File: src/rtl/inst_fetch_unit.sv
// inst_fetch_unit: issues imem reads for pc, buffers in-order responses and delivers {pc, inst} to decode.
// Optional FETCH_PERF_EN enables the stall/drop performance counters.
`ifndef WIDTH_PC
`define WIDTH_PC 32
`endif
module inst_fetch_unit #(
  parameter int PC_W   = `WIDTH_PC,
  parameter int INST_W = 32,
  parameter int DEPTH  = 4
) (
  input  logic              clk,
  input  logic              rst,
  input  logic [PC_W-1:0]   pc,
  output logic              pc_stall,
  input  logic              flush,
  output logic              imem_req_valid,
  output logic [PC_W-1:0]   imem_req_addr,
  input  logic              imem_req_ready,
  input  logic              imem_rsp_valid,
  input  logic [INST_W-1:0] imem_rsp_data,
  output logic              out_valid,
  output logic [PC_W-1:0]   out_pc,
  output logic [INST_W-1:0] out_inst,
  input  logic              out_ready,
  output logic [31:0]       perf_stall_cnt,
  output logic [31:0]       perf_drop_cnt
);
  localparam int AW = $clog2(DEPTH);
  localparam logic [PC_W-1:0] SENT = {{(PC_W-2){1'b1}}, 2'b00};
  logic [PC_W-1:0] pc_mem_q [DEPTH];
  logic [PC_W-1:0] pc_mem_d [DEPTH];
  logic [INST_W-1:0] inst_mem_q [DEPTH];
  logic [INST_W-1:0] inst_mem_d [DEPTH];
  logic [DEPTH-1:0] filled_q, filled_d;
  logic [AW-1:0] head_q, head_d, tail_q, tail_d, fill_q, fill_d;
  logic [AW:0] count_q, count_d, pend_q, pend_d, discard_q, discard_d;
  logic live, accept, pop, drop, fill_now;
  assign live = pc != SENT;
  assign imem_req_valid = !rst && !flush && live && (count_q + discard_q) < (AW+1)'(DEPTH);
  assign imem_req_addr = pc;
  assign accept = imem_req_valid && imem_req_ready;
  assign pc_stall = live && !flush && !accept;
  assign out_valid = count_q != '0 && filled_q[head_q] && !flush;
  assign out_pc = pc_mem_q[head_q];
  assign out_inst = inst_mem_q[head_q];
  assign pop = out_valid && out_ready;
  assign drop = imem_rsp_valid && discard_q != '0;
  // pend_q counts allocated-but-unfilled entries, i.e. what a flush must discard
  assign fill_now = imem_rsp_valid && discard_q == '0 && pend_q != '0;
  always_comb begin
    pc_mem_d = pc_mem_q;
    inst_mem_d = inst_mem_q;
    filled_d = filled_q;
    head_d = head_q;
    tail_d = tail_q;
    fill_d = fill_q;
    count_d = count_q;
    pend_d = pend_q;
    discard_d = discard_q - (AW+1)'(drop);
    if (flush) begin
      discard_d = discard_q + pend_q - (AW+1)'(drop || fill_now);
      head_d = tail_q;
      fill_d = tail_q;
      count_d = '0;
      pend_d = '0;
    end else begin
      if (fill_now) begin
        inst_mem_d[fill_q] = imem_rsp_data;
        filled_d[fill_q] = 1'b1;
        fill_d = fill_q + 1'b1;
      end
      if (pop) begin
        filled_d[head_q] = 1'b0;
        head_d = head_q + 1'b1;
      end
      if (accept) begin
        pc_mem_d[tail_q] = pc;
        filled_d[tail_q] = 1'b0;
        tail_d = tail_q + 1'b1;
      end
      count_d = count_q + (AW+1)'(accept) - (AW+1)'(pop);
      pend_d = pend_q + (AW+1)'(accept) - (AW+1)'(fill_now);
    end
  end
  always_ff @(posedge clk) begin
    if (rst) begin
      for (int i = 0; i < DEPTH; i++) begin
        pc_mem_q[i] <= '0;
        inst_mem_q[i] <= '0;
      end
      filled_q <= '0;
      head_q <= '0;
      tail_q <= '0;
      fill_q <= '0;
      count_q <= '0;
      pend_q <= '0;
      discard_q <= '0;
    end else begin
      pc_mem_q <= pc_mem_d;
      inst_mem_q <= inst_mem_d;
      filled_q <= filled_d;
      head_q <= head_d;
      tail_q <= tail_d;
      fill_q <= fill_d;
      count_q <= count_d;
      pend_q <= pend_d;
      discard_q <= discard_d;
    end
  end
`ifdef FETCH_PERF_EN
  logic [31:0] stall_cnt_q, stall_cnt_d, drop_cnt_q, drop_cnt_d;
  always_comb begin
    stall_cnt_d = stall_cnt_q + 32'(pc_stall && stall_cnt_q != '1);
    drop_cnt_d = drop_cnt_q + 32'(drop && drop_cnt_q != '1);
  end
  always_ff @(posedge clk) begin
    if (rst) begin
      stall_cnt_q <= '0;
      drop_cnt_q <= '0;
    end else begin
      stall_cnt_q <= stall_cnt_d;
      drop_cnt_q <= drop_cnt_d;
    end
  end
  assign perf_stall_cnt = stall_cnt_q;
  assign perf_drop_cnt = drop_cnt_q;
`else
  assign perf_stall_cnt = '0;
  assign perf_drop_cnt = '0;
`endif
endmodule

File: config.mk
export PLATFORM = sky130hd
export DESIGN_NAME = inst_fetch_unit
export DESIGN_NICKNAME = d
export VERILOG_FILES = /design/src/rtl/inst_fetch_unit.sv
export SDC_FILE = /design/constraint.sdc
export NUM_CORES = 1
export LEC_CHECK = 0
export CAP_MARGIN = 20
export CORE_MARGIN = 4
export CORE_UTILIZATION = 41
export CTS_CLUSTER_SIZE = 28
export DETAILED_ROUTE_END_ITERATION = 16
export GPL_TIMING_DRIVEN = 1
export PLACE_DENSITY = 0.65
export SYNTH_ARGS = -nofsm -noshare
export SYNTH_HDL_FRONTEND = slang
export SYNTH_SLANG_ARGS = --single-unit
File: constraint.sdc
create_clock -name clk -period 3.8 [get_ports clk]
set_input_delay 0.38 -clock clk [delete_from_list [all_inputs] [get_ports clk]]
set_output_delay 0.38 -clock clk [all_outputs]
set_load 0.005 [all_outputs]
# == Word level (Yosys, flattened, before mapping) ==
# Index checks and enable logic that the tools add are counted.
# op_classes
addsub,11
mux,30
n_reduce_logical,30
bitwise_logic,9
n_eq_ne,1
magnitude_cmp,12
# op_table
op,count
128-bit bitwise mux,2
32-bit 2-to-1 mux,6
32-bit binary-select mux with 2-bit select,2
32-bit demux with 2-bit select,2
"32-bit inequality test, second input constant",1
4-bit 2-to-1 mux,5
1-bit logical AND,17
3-bit by 1-bit subtractor with 3-bit output,4
"3-bit greater-or-equal comparator, second input constant",3
"2-bit by 3-bit less-than comparator with 1-bit output, second input constant",3
2-bit NOT with 3-bit output,3
3-bit nonzero test,3
4-bit bitwise AND,2
2-bit 2-to-1 mux,4
4-bit NOT,2
"2-bit by 1-bit adder with 2-bit output, second input constant",3
3-bit by 1-bit adder with 3-bit output,2
3-bit adder,2
1-bit demux with 2-bit select,3
"2-bit by 1-bit greater-or-equal comparator with 1-bit output, second input constant",3
"3-bit by 1-bit less-than comparator with 1-bit output, second input constant",2
1-bit 2-to-1 mux,4
4-bit bitwise OR,1
2-bit AND reduction,2
9 further kinds,12
# word_totals
regBits,275
output_inout_bits,163
inputBits,70

# == Logic depth before layout (Yosys ltp) ==
# Gate-level depths: netlist (run 1).
# logic_depth
ltp_word,12
ltp_mapped,16
ltp_nobuf,13

# == Worst setup path after synthesis (run 1) ==
# OpenSTA, ideal clock, no wires.
# synth_path
kind,register -> register
startpoint,reg count_q[1]
endpoint,reg count_q[2]
path_slack_ps,853
t_arrival_ps,2812
period_less_slack_ps,2947
required_ps,3665
stages_incl_launch_ff,17
path_buffers,3
path_cell_list,dfxtp_1 > ha_1 > a31oi_1 > xnor2_1 > a211oi_1 > buf_4 > clkinv_2 > buf_12 > buf_6 > ha_1 > inv_1 > ha_1 > inv_1 > fa_1 > xor2_1 > xnor2_1 > nor3_1
# synth_via
elab_chain_cells,6
# synth_lines
item,line_no,source
"start, declared",36,"logic [AW:0] count_q, count_d, pend_q, pend_d, discard_q, discard_d;"
"start signal, assigned",105,count_q <= count_d;
3-bit adder,39,assign imem_req_valid = !rst && !flush && live && (count_q + discard_q) < (AW+1)'(DEPTH);
3-bit less-than comparator,39,
1-bit logical AND,39,
1-bit logical AND,41,assign accept = imem_req_valid && imem_req_ready;
3-bit by 1-bit adder with 3-bit output,81,count_d = count_q + (AW+1)'(accept) - (AW+1)'(pop);
3-bit by 1-bit subtractor with 3-bit output *,81,
# Mark *: on every way between the ends. The rest lies on a longest branch, timed or not.
# A chain may end at the register's enable or synchronous reset.

# == Final worst setup path (run 1) ==
# layout_path
startpoint,in pc[28]
endpoint,out pc_stall
# layout_via
elab_chain_cells,6
# layout_lines
item,line_no,source
"start, declared",13,"input logic [PC_W-1:0] pc,"
32-bit inequality test *,38,assign live = pc != SENT;
1-bit logical AND (2 in a row),39,
1-bit logical AND,41,
1-bit logical NOT,42,assign pc_stall = live && !flush && !accept;
1-bit logical AND *,42,
"end, declared",14,"output logic pc_stall,"
# Marked as above.

==> parameters.txt, run 1 <==
Parameter                              Value

Placement
  Total half-perimeter wirelength after legalization and detailed placement    20360 um
  Cell area after placement    0.01425 mm2
  Number of I/O port buffers    168
  Weighted congestion reported at the end of routability-driven placement    0.7749

Setup path
  Ordered cell list for the critical path    clkdlybuf4s50_1, nand4_1, nor4_4, a211oi_4, clkinv_2, and3_1, clkdlybuf4s50_1
  Worst path slowest cell    sky130_fd_sc_hd__clkdlybuf4s50_1
  Delay of the slowest cell on the worst path    0.60 ns
  Category of the worst setup path capture point    primary output
  Worst r2r dst    count_q[2]
  Setup slack of the most critical reg-to-reg path    0.90 ns
  Launching element type of the critical path    input port
  Library cell appearing most often on the critical path    sky130_fd_sc_hd__clkdlybuf4s50_1
  Category of the most critical setup path    input port to primary output
  Arrival time of data at the critical path endpoint    2.91 ns
  R2R Path Start    count_q[1]
  Worst-path fanout max    6
  Depth of the worst register-to-register path    13
  Critical Path RT    3.42 ns

Pwr
  Switch share    25.14%
  Leakage power    5.044 nW
  Net Sw Power    0.001667 W
  Power density of the placed cells    434.4 mW/mm2
  Share of total power in combinational logic    11.5%
  Peak supply drop    366.8 uV
  Share of power burned in registers    44.6%
  Overall power after layout    0.006629 W
  Clock power share    44.0%
  Cell-internal power    0.004963 W

Synth
  Dominant cell type by area after synthesis    sky130_fd_sc_hd__dfxtp_1
  Primary FF master, synth    sky130_fd_sc_hd__dfxtp_1
  Number of flops mapped to enable cells by yosys    0
  Top post-synthesis cells by area    sky130_fd_sc_hd__dfxtp_1 43%, sky130_fd_sc_hd__mux4_2 11%, sky130_fd_sc_hd__a21oi_1 10%, sky130_fd_sc_hd__nand2_1 7.8%, sky130_fd_sc_hd__buf_4 6.4%
  Synthesized cell area    0.01291 mm2
  Count of cell types in the netlist    41
  FFs w/ async S/R, synth    0%
  Top-count cell post-synth    sky130_fd_sc_hd__dfxtp_1
  Count of yosys warnings during synthesis    0
  Sequential share of the synthesized area    42.64%
  Post-Syn Instances    1473
  Portion of synthesized cell area occupied by the leading cell type    42.64%
  Most instantiated cells after synthesis    275 x sky130_fd_sc_hd__dfxtp_1, 267 x sky130_fd_sc_hd__nand2_1, 261 x sky130_fd_sc_hd__a21oi_1
  Synthesis-stage register bit count    275
  Average footprint of a synthesized cell    8.765 um2

Hold path
  Startpoint of the most critical hold path    rst
  Cell count of the worst hold path    3
  Hold crit path type    input port to register
  Endpoint of the worst hold path    count_q[0]

Routing
  First-iteration detailed-routing DRC count    969
  Post-detailed-routing wire length    35080 um
  Vias per cell    5.436
  Detailed-route DRC error count    0
  WL/cell    17.91 um
  Count of vias placed by the detailed router    10650
  Number of search-and-repair iterations in the first detailed-routing pass    5
  Remaining number of nets flagged by the antenna check after routing    0

Final layout
  Layout cells sized above 1    10.30%
  Final cell utilization of the core    49.50%
  Non-Filler Cell Area, Final    0.01526 mm2
  Area growth from synthesis to final layout    18.19%
  Nets    1634
  Number of diodes    0

Clock tree
  Number of buffers between clock root and the deepest sink    3
  Count of H-tree levels built during CTS    1
  TritonCTS clock tree    yes
  TritonCTS Buffers    31
  Post-CTS sizing    0
  Latest clock arrival within the worst-skew pair    0.54 ns
  Clock sink count    275
  Post-CTS Setup Inserts    0
  CTS Root Buffer Type    sky130_fd_sc_hd__clkbuf_16
  Number of hold buffers added after cts    0
  Reg clk slew, reported paths    0.06 ns

Timing
  Final-layout setup total negative slack    0 ns
  Headroom to the max-slew limit    26.01%
  Final Cycle Share    86.46%
  Final worst path period need    3.286 ns
  Worst-case clock skew    0.007745 ns
  Worst hold slack after final layout    0.1980 ns
  Endpoints failing setup    0
  Max-slew violation count    0
  Transition time at the pin with the least slew margin    1.110 ns
  RSZ-0062 raised after global routing    false
  Hold violation total from the final report    0
  Peak Freq    0.3044 GHz

Status
  Outcome    complete, no violations

Floorplanning
  Overall die area    0.03439 mm2
  Floorplan die width    185.5 um
  Die Y    185.5 um
  Floorplan core area    0.03083 mm2
  Row count    64
  IO Pins    233
  Initial standard-cell utilization of the core    41.88%

Global routing
  Global-route wire length before repair    55320 um
  Via count of the first global-routing pass    10470
  Overflow left after global routing    0
  Largest net degree at the start of global routing    136
  Initial antenna violation count    0
  Total global-route track usage    19.52%

Flow run
  Count of max-cap constraint violations    0
[layout make-up]
cell class / count / area, um2
Clock buffer: 47 / 915.9
Clock inverter: 10 / 88.84
Fill cell: 2856 / 15570
Inverter: 23 / 87.58
Multi-Input combinational cell: 1009 / 6183
Sequential cell: 275 / 5513
Tap cell: 396 / 495.5
Timing Repair Buffer: 199 / 1976
[power by group through the flow]
| stage | clock [W] | sequential (W) | combinational [W] |
|---|---|---|---|
| 2_1_floorplan | 0 | 0.00301 | 0.000527 |
| 3_5_place_dp | 0 | 0.00302 | 0.000760 |
| 5_1_grt | 0.00310 | 0.00296 | 0.000832 |
| 4_1_cts | 0.00297 | 0.00296 | 0.000763 |
| 6_report | 0.00291 | 0.00296 | 0.000759 |
| 3_3_place_gp | 0 | 0.00302 | 0.000744 |
[cells in the final DEF, fill, tap and decap left out, drive strengths merged, types with 8 or more instances in the layout]
cell type      Yosys  layout
dfxtp            275     275
nand3            129     129
inv               22      24
xnor2              8       8
nor2              13      13
mux4              65      65
o21ai            128     128
nand2            267     267
a21oi            261     261
buf              149      31
ha                22      22
nor3               9       9
clkdlybuf4s50      0     167
clkbuf            80      48
and2               8       8
conb               1      64
[how the worst max path moves through the flow]
stage | start | end | slack (ns) | cells past startpoint
final | pc[28] | pc_stall | 0.51 | 7
after global routing | pc[28] | pc_stall | 0.48 | 7
after CTS | pc[28] | pc_stall | 0.54 | 7
after detailed placement | pc[28] | count_q[2] | 0.31 | 13
after global placement | pc[30] | count_q[2] | 0.38 | 13
after floorplan | count_q[1] | count_q[2] | 0.85 | 16
[flip-flops by register name, summed over array words and instances (netlist names)]
| name | flops |
|---|---|
| tail_q | 2 |
| count_q | 3 |
| discard_q | 3 |
| head_q | 2 |
| pend_q | 3 |
| fill_q | 2 |
| filled_q | 4 |
| pc_mem_q | 128 |
| inst_mem_q | 128 |
[worst max-delay path: cells and delay by family]
| kind | cells | cell delay (ns) |
|---|---|---|
| and+or+nand+nor | 3 | 1.14 |
| AOI/OAI and AO/OA | 1 | 0.14 |
| buffers and inverters | 3 | 1.24 |
[metrics by stage]
| stage | instances | worst slack, ns |
|---|---|---|
| floorplan | 1536 | 0.8527 |
| global placement | 1901 | 0.3756 |
| detailed placement | 1902 | 0.3094 |
| CTS | 1959 | 0.5429 |
| global route | 1959 | 0.4785 |
| finish | 1959 | 0.5144 |
[layer usage]
| metal | part of all wire (%) | track usage [%] | vias to the layer above |
|---|---|---|---|
| li1 | - | - | 5088 |
| met1 | 44 | 27.14 | 5171 |
| met2 | 48 | 32.11 | 345 |
| met3 | 6.3 | 2.599 | 46 |
| met4 | 1.7 | 5.432 | 0 |
| met5 | 0 | 0 | - |
[cell families (layout without fill, tap and decap cells)]
| kind of cell | count (synthesis) | in the layout | share of synthesized area (%) |
|---|---|---|---|
| AND/OR/NAND/NOR | 439 | 439 | 15.08 |
| buffers and inverters | 252 | 279 | 11.40 |
| multiplexers | 68 | 68 | 11.58 |
| other | 1 | 64 | 0.02904 |
| flip-flops | 275 | 275 | 42.64 |
| AO/OA/AOI/OAI | 402 | 402 | 15.93 |
| XOR/XNOR | 11 | 11 | 0.7463 |
| adder cells (fa/ha/maj) | 25 | 25 | 2.597 |
(Power assumes the default switching activity.)
==> run 2, diff against run 1 <==
--- a/config.mk
+++ b/config.mk
@@ -11,7 +11,7 @@
 export CTS_CLUSTER_SIZE = 28
 export DETAILED_ROUTE_END_ITERATION = 16
 export GPL_TIMING_DRIVEN = 1
-export PLACE_DENSITY = 0.65
+export PLACE_DENSITY = 0.76
 export SYNTH_ARGS = -nofsm -noshare
 export SYNTH_HDL_FRONTEND = slang
 export SYNTH_SLANG_ARGS = --single-unit
==> run 2 against run 1 <==
- power decreased by 2.4%
- critical path type unchanged
- hold slack better by 0.0084 ns
- largest cell class unchanged
- via count grew 0.88%
- sequential power barely moved
- combinational power down 0.8%
- core utilization fell by 0.24 points
- largest power group unchanged
- highest routed layer unchanged
==> parameters.txt, run 2 (synthesized netlist as in run 1, its figures left out) <==
Parameter                              Value

Final layout
  Final non-filler cell total    1954 (was 1959)
  Layout cells sized above 1    9.955% (was 10.30%)
  Nets    1630 (was 1634)
  Regs by FF count    inst_mem_q x128, pc_mem_q x128, filled_q x4 (unchanged)
  Top library cells by usage in the layout, fill and taps aside    273 x sky130_fd_sc_hd__dfxtp_1, 267 x sky130_fd_sc_hd__nand2_1, 261 x sky130_fd_sc_hd__a21oi_1 (unchanged)
  Number of inserted filler cells in the final layout    2758 (was 2856)
  Most common cell after layout, fill and taps aside    sky130_fd_sc_hd__dfxtp_1 (unchanged)
  Final cell utilization of the core    49.26% (was 49.50%)
  Area growth from synthesis to final layout    17.62% (was 18.19%)

Routing
  Count of vias placed by the detailed router    10740 (was 10650)
  Number of search-and-repair iterations in the first detailed-routing pass    6 (was 5)
  First-iteration detailed-routing DRC count    1090 (was 969)
  Post-detailed-routing wire length    34830 um (was 35080 um)
  WL/cell    17.83 um (was 17.91 um)
  Detailed-route DRC error count    0 (unchanged)
  Remaining number of nets flagged by the antenna check after routing    0 (unchanged)
  Vias per cell    5.498 (was 5.436)

Global routing
  Total global-route track usage    19.39% (was 19.52%)
  Initial antenna violation count    0 (unchanged)
  Largest net degree at the start of global routing    103 (was 136)
  Global-route wire length before repair    55050 um (was 55320 um)
  Via count of the first global-routing pass    10670 (was 10470)
  Overflow left after global routing    0 (unchanged)

Clock tree
  Clock sink count    275 (unchanged)
  Number of hold buffers added after cts    0 (unchanged)
  Post-CTS Setup Inserts    0 (unchanged)
  Latest clock arrival within the worst-skew pair    0.54 ns (about the same)
  TritonCTS Buffers    28 (was 31)
  Number of buffers between clock root and the deepest sink    3 (unchanged)
  Post-CTS sizing    0 (unchanged)
  Reg clk slew, reported paths    0.06 ns (about the same)
  TritonCTS clock tree    yes (unchanged)
  Count of H-tree levels built during CTS    1 (unchanged)
  CTS Root Buffer Type    sky130_fd_sc_hd__clkbuf_16 (unchanged)

Floorplanning
  Overall die area    0.03439 mm2 (unchanged)
  Row count    64 (unchanged)
  Floorplan core area    0.03083 mm2 (unchanged)
  Floorplan die width    185.5 um (unchanged)
  Die Y    185.5 um (unchanged)
  Initial standard-cell utilization of the core    41.88% (unchanged)
  IO Pins    233 (unchanged)

Setup path
  Delay of the slowest cell on the worst path    0.63 ns (was 0.60 ns)
  Depth of the worst register-to-register path    8 (was 13)
  Worst path slowest cell    sky130_fd_sc_hd__clkdlybuf4s50_1 (unchanged)
  Critical Path RT    3.42 ns (about the same)
  Arrival time of data at the critical path endpoint    2.88 ns (was 2.91 ns)
  Launching element type of the critical path    input port (unchanged)
  Worst-path fanout max    6 (unchanged)
  Category of the most critical setup path    input port to primary output (unchanged)
  Buffers & Inverters on Critical Path    3 (unchanged)
  Ordered cell list for the critical path    clkdlybuf4s50_1, nand4_1, nor4_2, a211oi_4, clkinv_2, and3_1, clkdlybuf4s50_1 (was clkdlybuf4s50_1, nand4_1, nor4_4, a211oi_4, clkinv_2, and3_1, clkdlybuf4s50_1)
  Library cell appearing most often on the critical path    sky130_fd_sc_hd__clkdlybuf4s50_1 (unchanged)
  Top delay family on crit path    buffers and inverters (unchanged)
  Category of the worst setup path capture point    primary output (unchanged)
  Crit. path cell count    7 (unchanged)

Timing
  Peak Freq    0.3064 GHz (was 0.3044 GHz)
  Final-layout setup total negative slack    0 ns (unchanged)
  RSZ-0062 raised after global routing    false (unchanged)
  Endpoints failing setup    0 (unchanged)
  Transition time at the pin with the least slew margin    1.072 ns (was 1.110 ns)
  Hold violation total from the final report    0 (unchanged)
  Headroom to the max-slew limit    28.54% (was 26.01%)
  Final Cycle Share    85.90% (was 86.46%)
  Final worst path period need    3.264 ns (was 3.286 ns)
  Worst-case clock skew    0.02040 ns (was 0.007745 ns)
  Max-slew violation count    0 (unchanged)

Pwr
  Overall power after layout    0.006469 W (was 0.006629 W)
  Leakage power    5.005 nW (was 5.044 nW)
  Peak supply drop    359.1 uV (was 366.8 uV)
  Power density of the placed cells    426.0 mW/mm2 (was 434.4 mW/mm2)

Placement
  Total half-perimeter wirelength after legalization and detailed placement    20900 um (was 20360 um)
  Number of I/O port buffers    168 (unchanged)
  Weighted congestion reported at the end of routability-driven placement    0.7668 (was 0.7749)
  DP Cell Count    1901 (was 1902)

Hold path
  Cell count of the worst hold path    3 (unchanged)
  Hold crit path type    input port to register (unchanged)

Flow run
  Count of max-cap constraint violations    0 (unchanged)

Status
  Outcome    complete, no violations (unchanged)
[run 2: cell count changes in the layout (fill, tap and decap cells not counted)]
cell,before,now
sky130_fd_sc_hd__clkbuf_8,9,10
sky130_fd_sc_hd__clkinv_2,6,4
sky130_fd_sc_hd__clkbuf_16,31,29
sky130_fd_sc_hd__buf_16,1,2
sky130_fd_sc_hd__inv_6,2,0
sky130_fd_sc_hd__diode_2,0,1
sky130_fd_sc_hd__buf_12,3,1
[run 2: metal layers]
layer | vias to the layer above | part of all wire, % | track usage, %
li1 | 5069 | - | -
met1 | 5171 | 40 | 25.00
met2 | 442 | 49 | 33.05
met3 | 62 | 8.3 | 3.537
met4 | 0 | 2.4 | 6.283
met5 | - | 0 | 0
[run 2: worst reg2reg max path: stages (launching register included)]
cell                       delay, ns
sky130_fd_sc_hd__dfxtp_1        0.44
sky130_fd_sc_hd__ha_1           0.27
sky130_fd_sc_hd__a31oi_1        0.19
sky130_fd_sc_hd__xnor2_1        0.16
sky130_fd_sc_hd__a211oi_4       0.20
sky130_fd_sc_hd__buf_4          0.53
sky130_fd_sc_hd__buf_4          0.72
sky130_fd_sc_hd__nand3_1        0.21
sky130_fd_sc_hd__a21oi_1        0.17
[run 2: final timing paths]
path	startpoint	endpoint	slack, ns
worst max-delay path	pc[17]	pc_stall	0.54
worst min-delay path	rst	count_q[0]	0.21
worst max register to register	count_q[1]	pc_mem_q[114]	0.83
worst min register to register	inst_mem_q[39]	inst_mem_q[39]	0.45
[run 2: layout make-up]
type / count / area (um2) / share of cell area, %
repair buffers: 198 / 1963 / 12.93
well taps: 396 / 495.5 / 3.263
inverters: 23 / 87.58 / 0.5767
flip-flops and latches: 275 / 5513 / 36.30
clock inverters: 6 / 61.31 / 0.4037
multi-input cells: 1009 / 6183 / 40.72
diodes: 1 / 2.502 / 0.01648
clock buffers: 46 / 879.6 / 5.792
[run 2: power by group]
| group | total [W] | switching (W) | internal, W |
|---|---|---|---|
| clock | 0.00276 | 0.00112 | 0.00164 |
| combinational | 0.000753 | 0.000445 | 0.000308 |
| sequential | 0.00295 | 0.0000282 | 0.00293 |
| total | 0.00647 | 0.00159 | 0.00488 |
[run 2: per-stage QoR]
stage               hold slack (ns)  setup slack [ns]  instance area, um2
detailed placement           0.4449            0.3434               14240
CTS                          0.1876            0.5531               15180
global placement             0.4385            0.4258               14190
global route                 0.2069            0.4628               15180
floorplan                    0.4331            0.8527               13150
finish                       0.2064            0.5358               15190
==> run 3, diff against run 2 <==
--- a/config.mk
+++ b/config.mk
@@ -12,6 +12,7 @@
 export DETAILED_ROUTE_END_ITERATION = 16
 export GPL_TIMING_DRIVEN = 1
 export PLACE_DENSITY = 0.76
+export SLEW_MARGIN = 20
 export SYNTH_ARGS = -nofsm -noshare
 export SYNTH_HDL_FRONTEND = slang
 export SYNTH_SLANG_ARGS = --single-unit
==> run 3 against run 2 <==
- power is 0.67% higher
- register-to-register slack hardly changed
- hold slack better by 0.0022 ns
- critical path type unchanged
==> parameters.txt, run 3 (synthesized netlist as in run 1, its figures left out) <==
Parameter                              Value

Global routing
  Initial antenna violation count    0 (unchanged)
  Global-route wire length before repair    55480 um (was 55050 um)
  Total global-route track usage    19.57% (was 19.39%)
  Via count of the first global-routing pass    10760 (was 10670)
  Largest net degree at the start of global routing    103 (unchanged)
  Overflow left after global routing    0 (unchanged)

Timing
  Minimum setup slack in the final design    0.5328 ns (was 0.5358 ns)
  Final-layout setup total negative slack    0 ns (unchanged)
  Hold violation total from the final report    0 (unchanged)
  Endpoints failing setup    0 (unchanged)
  Transition time at the pin with the least slew margin    1.122 ns (was 1.072 ns)
  RSZ-0062 raised after global routing    false (unchanged)
  Worst-case clock skew    0.008947 ns (was 0.02040 ns)
  Headroom to the max-slew limit    25.18% (was 28.54%)
  Final worst path period need    3.267 ns (was 3.264 ns)
  Max-slew violation count    0 (unchanged)
  Peak Freq    0.3061 GHz (was 0.3064 GHz)
  Final Cycle Share    85.98% (was 85.90%)

Final layout
  Top library cells by usage in the layout, fill and taps aside    273 x sky130_fd_sc_hd__dfxtp_1, 267 x sky130_fd_sc_hd__nand2_1, 261 x sky130_fd_sc_hd__a21oi_1 (unchanged)
  Number of diodes    0 (was 1)
  Most common cell after layout, fill and taps aside    sky130_fd_sc_hd__dfxtp_1 (unchanged)
  Non-Filler Cell Area, Final    0.01516 mm2 (was 0.01519 mm2)
  Number of inserted filler cells in the final layout    2763 (was 2758)
  Sequential cell area    0.005513 mm2 (unchanged)
  Regs by FF count    inst_mem_q x128, pc_mem_q x128, filled_q x4 (unchanged)
  Nets    1629 (was 1630)
  Area growth from synthesis to final layout    17.45% (was 17.62%)
  Layout cells sized above 1    10.10% (was 9.955%)
  Multi-input combinational cell area    0.006183 mm2 (unchanged)

Routing
  Vias per cell    5.541 (was 5.498)
  First-iteration detailed-routing DRC count    997 (was 1090)
  Detailed-route DRC error count    0 (unchanged)
  WL/cell    18.00 um (was 17.83 um)
  Remaining number of nets flagged by the antenna check after routing    0 (unchanged)
  Post-detailed-routing wire length    35120 um (was 34830 um)
  Count of vias placed by the detailed router    10810 (was 10740)
  Number of search-and-repair iterations in the first detailed-routing pass    5 (was 6)

Floorplanning
  Floorplan core area    0.03083 mm2 (unchanged)
  Overall die area    0.03439 mm2 (unchanged)
  Row count    64 (unchanged)
  IO Pins    233 (unchanged)
  Floorplan die width    185.5 um (unchanged)
  Initial standard-cell utilization of the core    41.88% (unchanged)
  Die Y    185.5 um (unchanged)

Clock tree
  TritonCTS clock tree    yes (unchanged)
  Latest clock arrival within the worst-skew pair    0.53 ns (was 0.54 ns)
  Count of H-tree levels built during CTS    1 (unchanged)
  Number of buffers between clock root and the deepest sink    3 (unchanged)
  Post-CTS Setup Inserts    0 (unchanged)
  CTS Root Buffer Type    sky130_fd_sc_hd__clkbuf_16 (unchanged)
  TritonCTS Buffers    28 (unchanged)
  Number of hold buffers added after cts    0 (unchanged)
  Clock sink count    275 (unchanged)
  Reg clk slew, reported paths    0.06 ns (about the same)
  Post-CTS sizing    0 (unchanged)

Setup path
  R2R Path Start    count_q[1] (unchanged)
  Category of the worst setup path capture point    primary output (unchanged)
  Setup slack of the most critical reg-to-reg path    0.83 ns (about the same)
  Category of the most critical setup path    input port to primary output (unchanged)
  Critical Path RT    3.42 ns (about the same)
  Depth of the worst register-to-register path    8 (unchanged)
  Worst r2r dst    pc_mem_q[114] (unchanged)
  Arrival time of data at the critical path endpoint    2.89 ns (was 2.88 ns)
  Launching element type of the critical path    input port (unchanged)
  Worst-path fanout max    6 (unchanged)

Flow run
  Count of max-cap constraint violations    0 (unchanged)

Placement
  Weighted congestion reported at the end of routability-driven placement    0.7668 (unchanged)
  Cell area after placement    0.01421 mm2 (was 0.01424 mm2)
  Total half-perimeter wirelength after legalization and detailed placement    20810 um (was 20900 um)
  Number of I/O port buffers    168 (unchanged)
  Pre-CTS WS    0.3343 ns (was 0.3434 ns)

Hold path
  Cell count of the worst hold path    3 (unchanged)
  Startpoint of the most critical hold path    rst (unchanged)
  Hold crit path type    input port to register (unchanged)
  Endpoint of the worst hold path    count_q[0] (unchanged)

Status
  Outcome    complete, no violations (unchanged)

Pwr
  Leakage power    5.006 nW (was 5.005 nW)
  Peak supply drop    336.8 uV (was 359.1 uV)
  Overall power after layout    0.006512 W (was 0.006469 W)
  Power density of the placed cells    429.4 mW/mm2 (was 426.0 mW/mm2)
[run 3: cell types whose count changed in the layout (fill, tap and decap cells not counted), sizes merged]
cell | previous run | this run
clkbuf | 47 | 43
clkinv | 5 | 8
buf | 30 | 29
bufinv | 1 | 2
clkinvlp | 1 | 0
diode | 1 | 0
[run 3: worst max-delay path by stage]
stage | endpoint | depth (start not counted) | start
after global placement | count_q[2] | 13 | pc[17]
final | pc_stall | 7 | pc[17]
after CTS | pc_stall | 7 | pc[17]
after floorplan | count_q[2] | 16 | count_q[1]
after global routing | imem_req_valid | 6 | count_q[1]
after detailed placement | count_q[2] | 13 | pc[17]
[run 3: through the flow]
| step | instances | hold slack (ns) | utilization, % |
|---|---|---|---|
| 2_1_floorplan | 1536 | 0.4331 | - |
| 3_3_place_gp | 1899 | 0.4385 | 46.02 |
| 3_5_place_dp | 1900 | 0.4448 | 46.11 |
| 4_1_cts | 1951 | 0.1834 | 49.19 |
| 5_1_grt | 1951 | 0.2026 | 49.19 |
| 6_report | 1951 | 0.2086 | 49.19 |
[run 3: final cells by class]
class | instances | area share [%]
Multi-Input combinational cell | 1009 | 40.78
Timing Repair Buffer | 197 | 12.76
Clock buffer | 42 | 5.635
Tap cell | 396 | 3.267
Sequential cell | 275 | 36.35
Clock inverter | 9 | 0.6271
Inverter | 23 | 0.5776
[run 3: metal layers]
layer | GRT usage (%) | part of all wire [%] | vias to the layer above
met1 | 25.03 | 40 | 5243
met3 | 3.694 | 7.8 | 70
met4 | 6.430 | 2.5 | 0
met2 | 33.47 | 49 | 427
li1 | - | - | 5070
met5 | 0 | 0 | -
[run 3: power breakdown]
group / switching, W / internal [W]
sequential: 0.0000286 / 0.00293
combinational: 0.000447 / 0.000307
clock: 0.00112 / 0.00168
[run 3: critical path: stages]
cell and delay, ns:
sky130_fd_sc_hd__clkdlybuf4s50_1 0.62, sky130_fd_sc_hd__nand4_1 0.23, sky130_fd_sc_hd__nor4_2 0.65, sky130_fd_sc_hd__a211oi_4 0.14
sky130_fd_sc_hd__clkinv_2 0.11, sky130_fd_sc_hd__and3_1 0.23, sky130_fd_sc_hd__clkdlybuf4s50_1 0.53
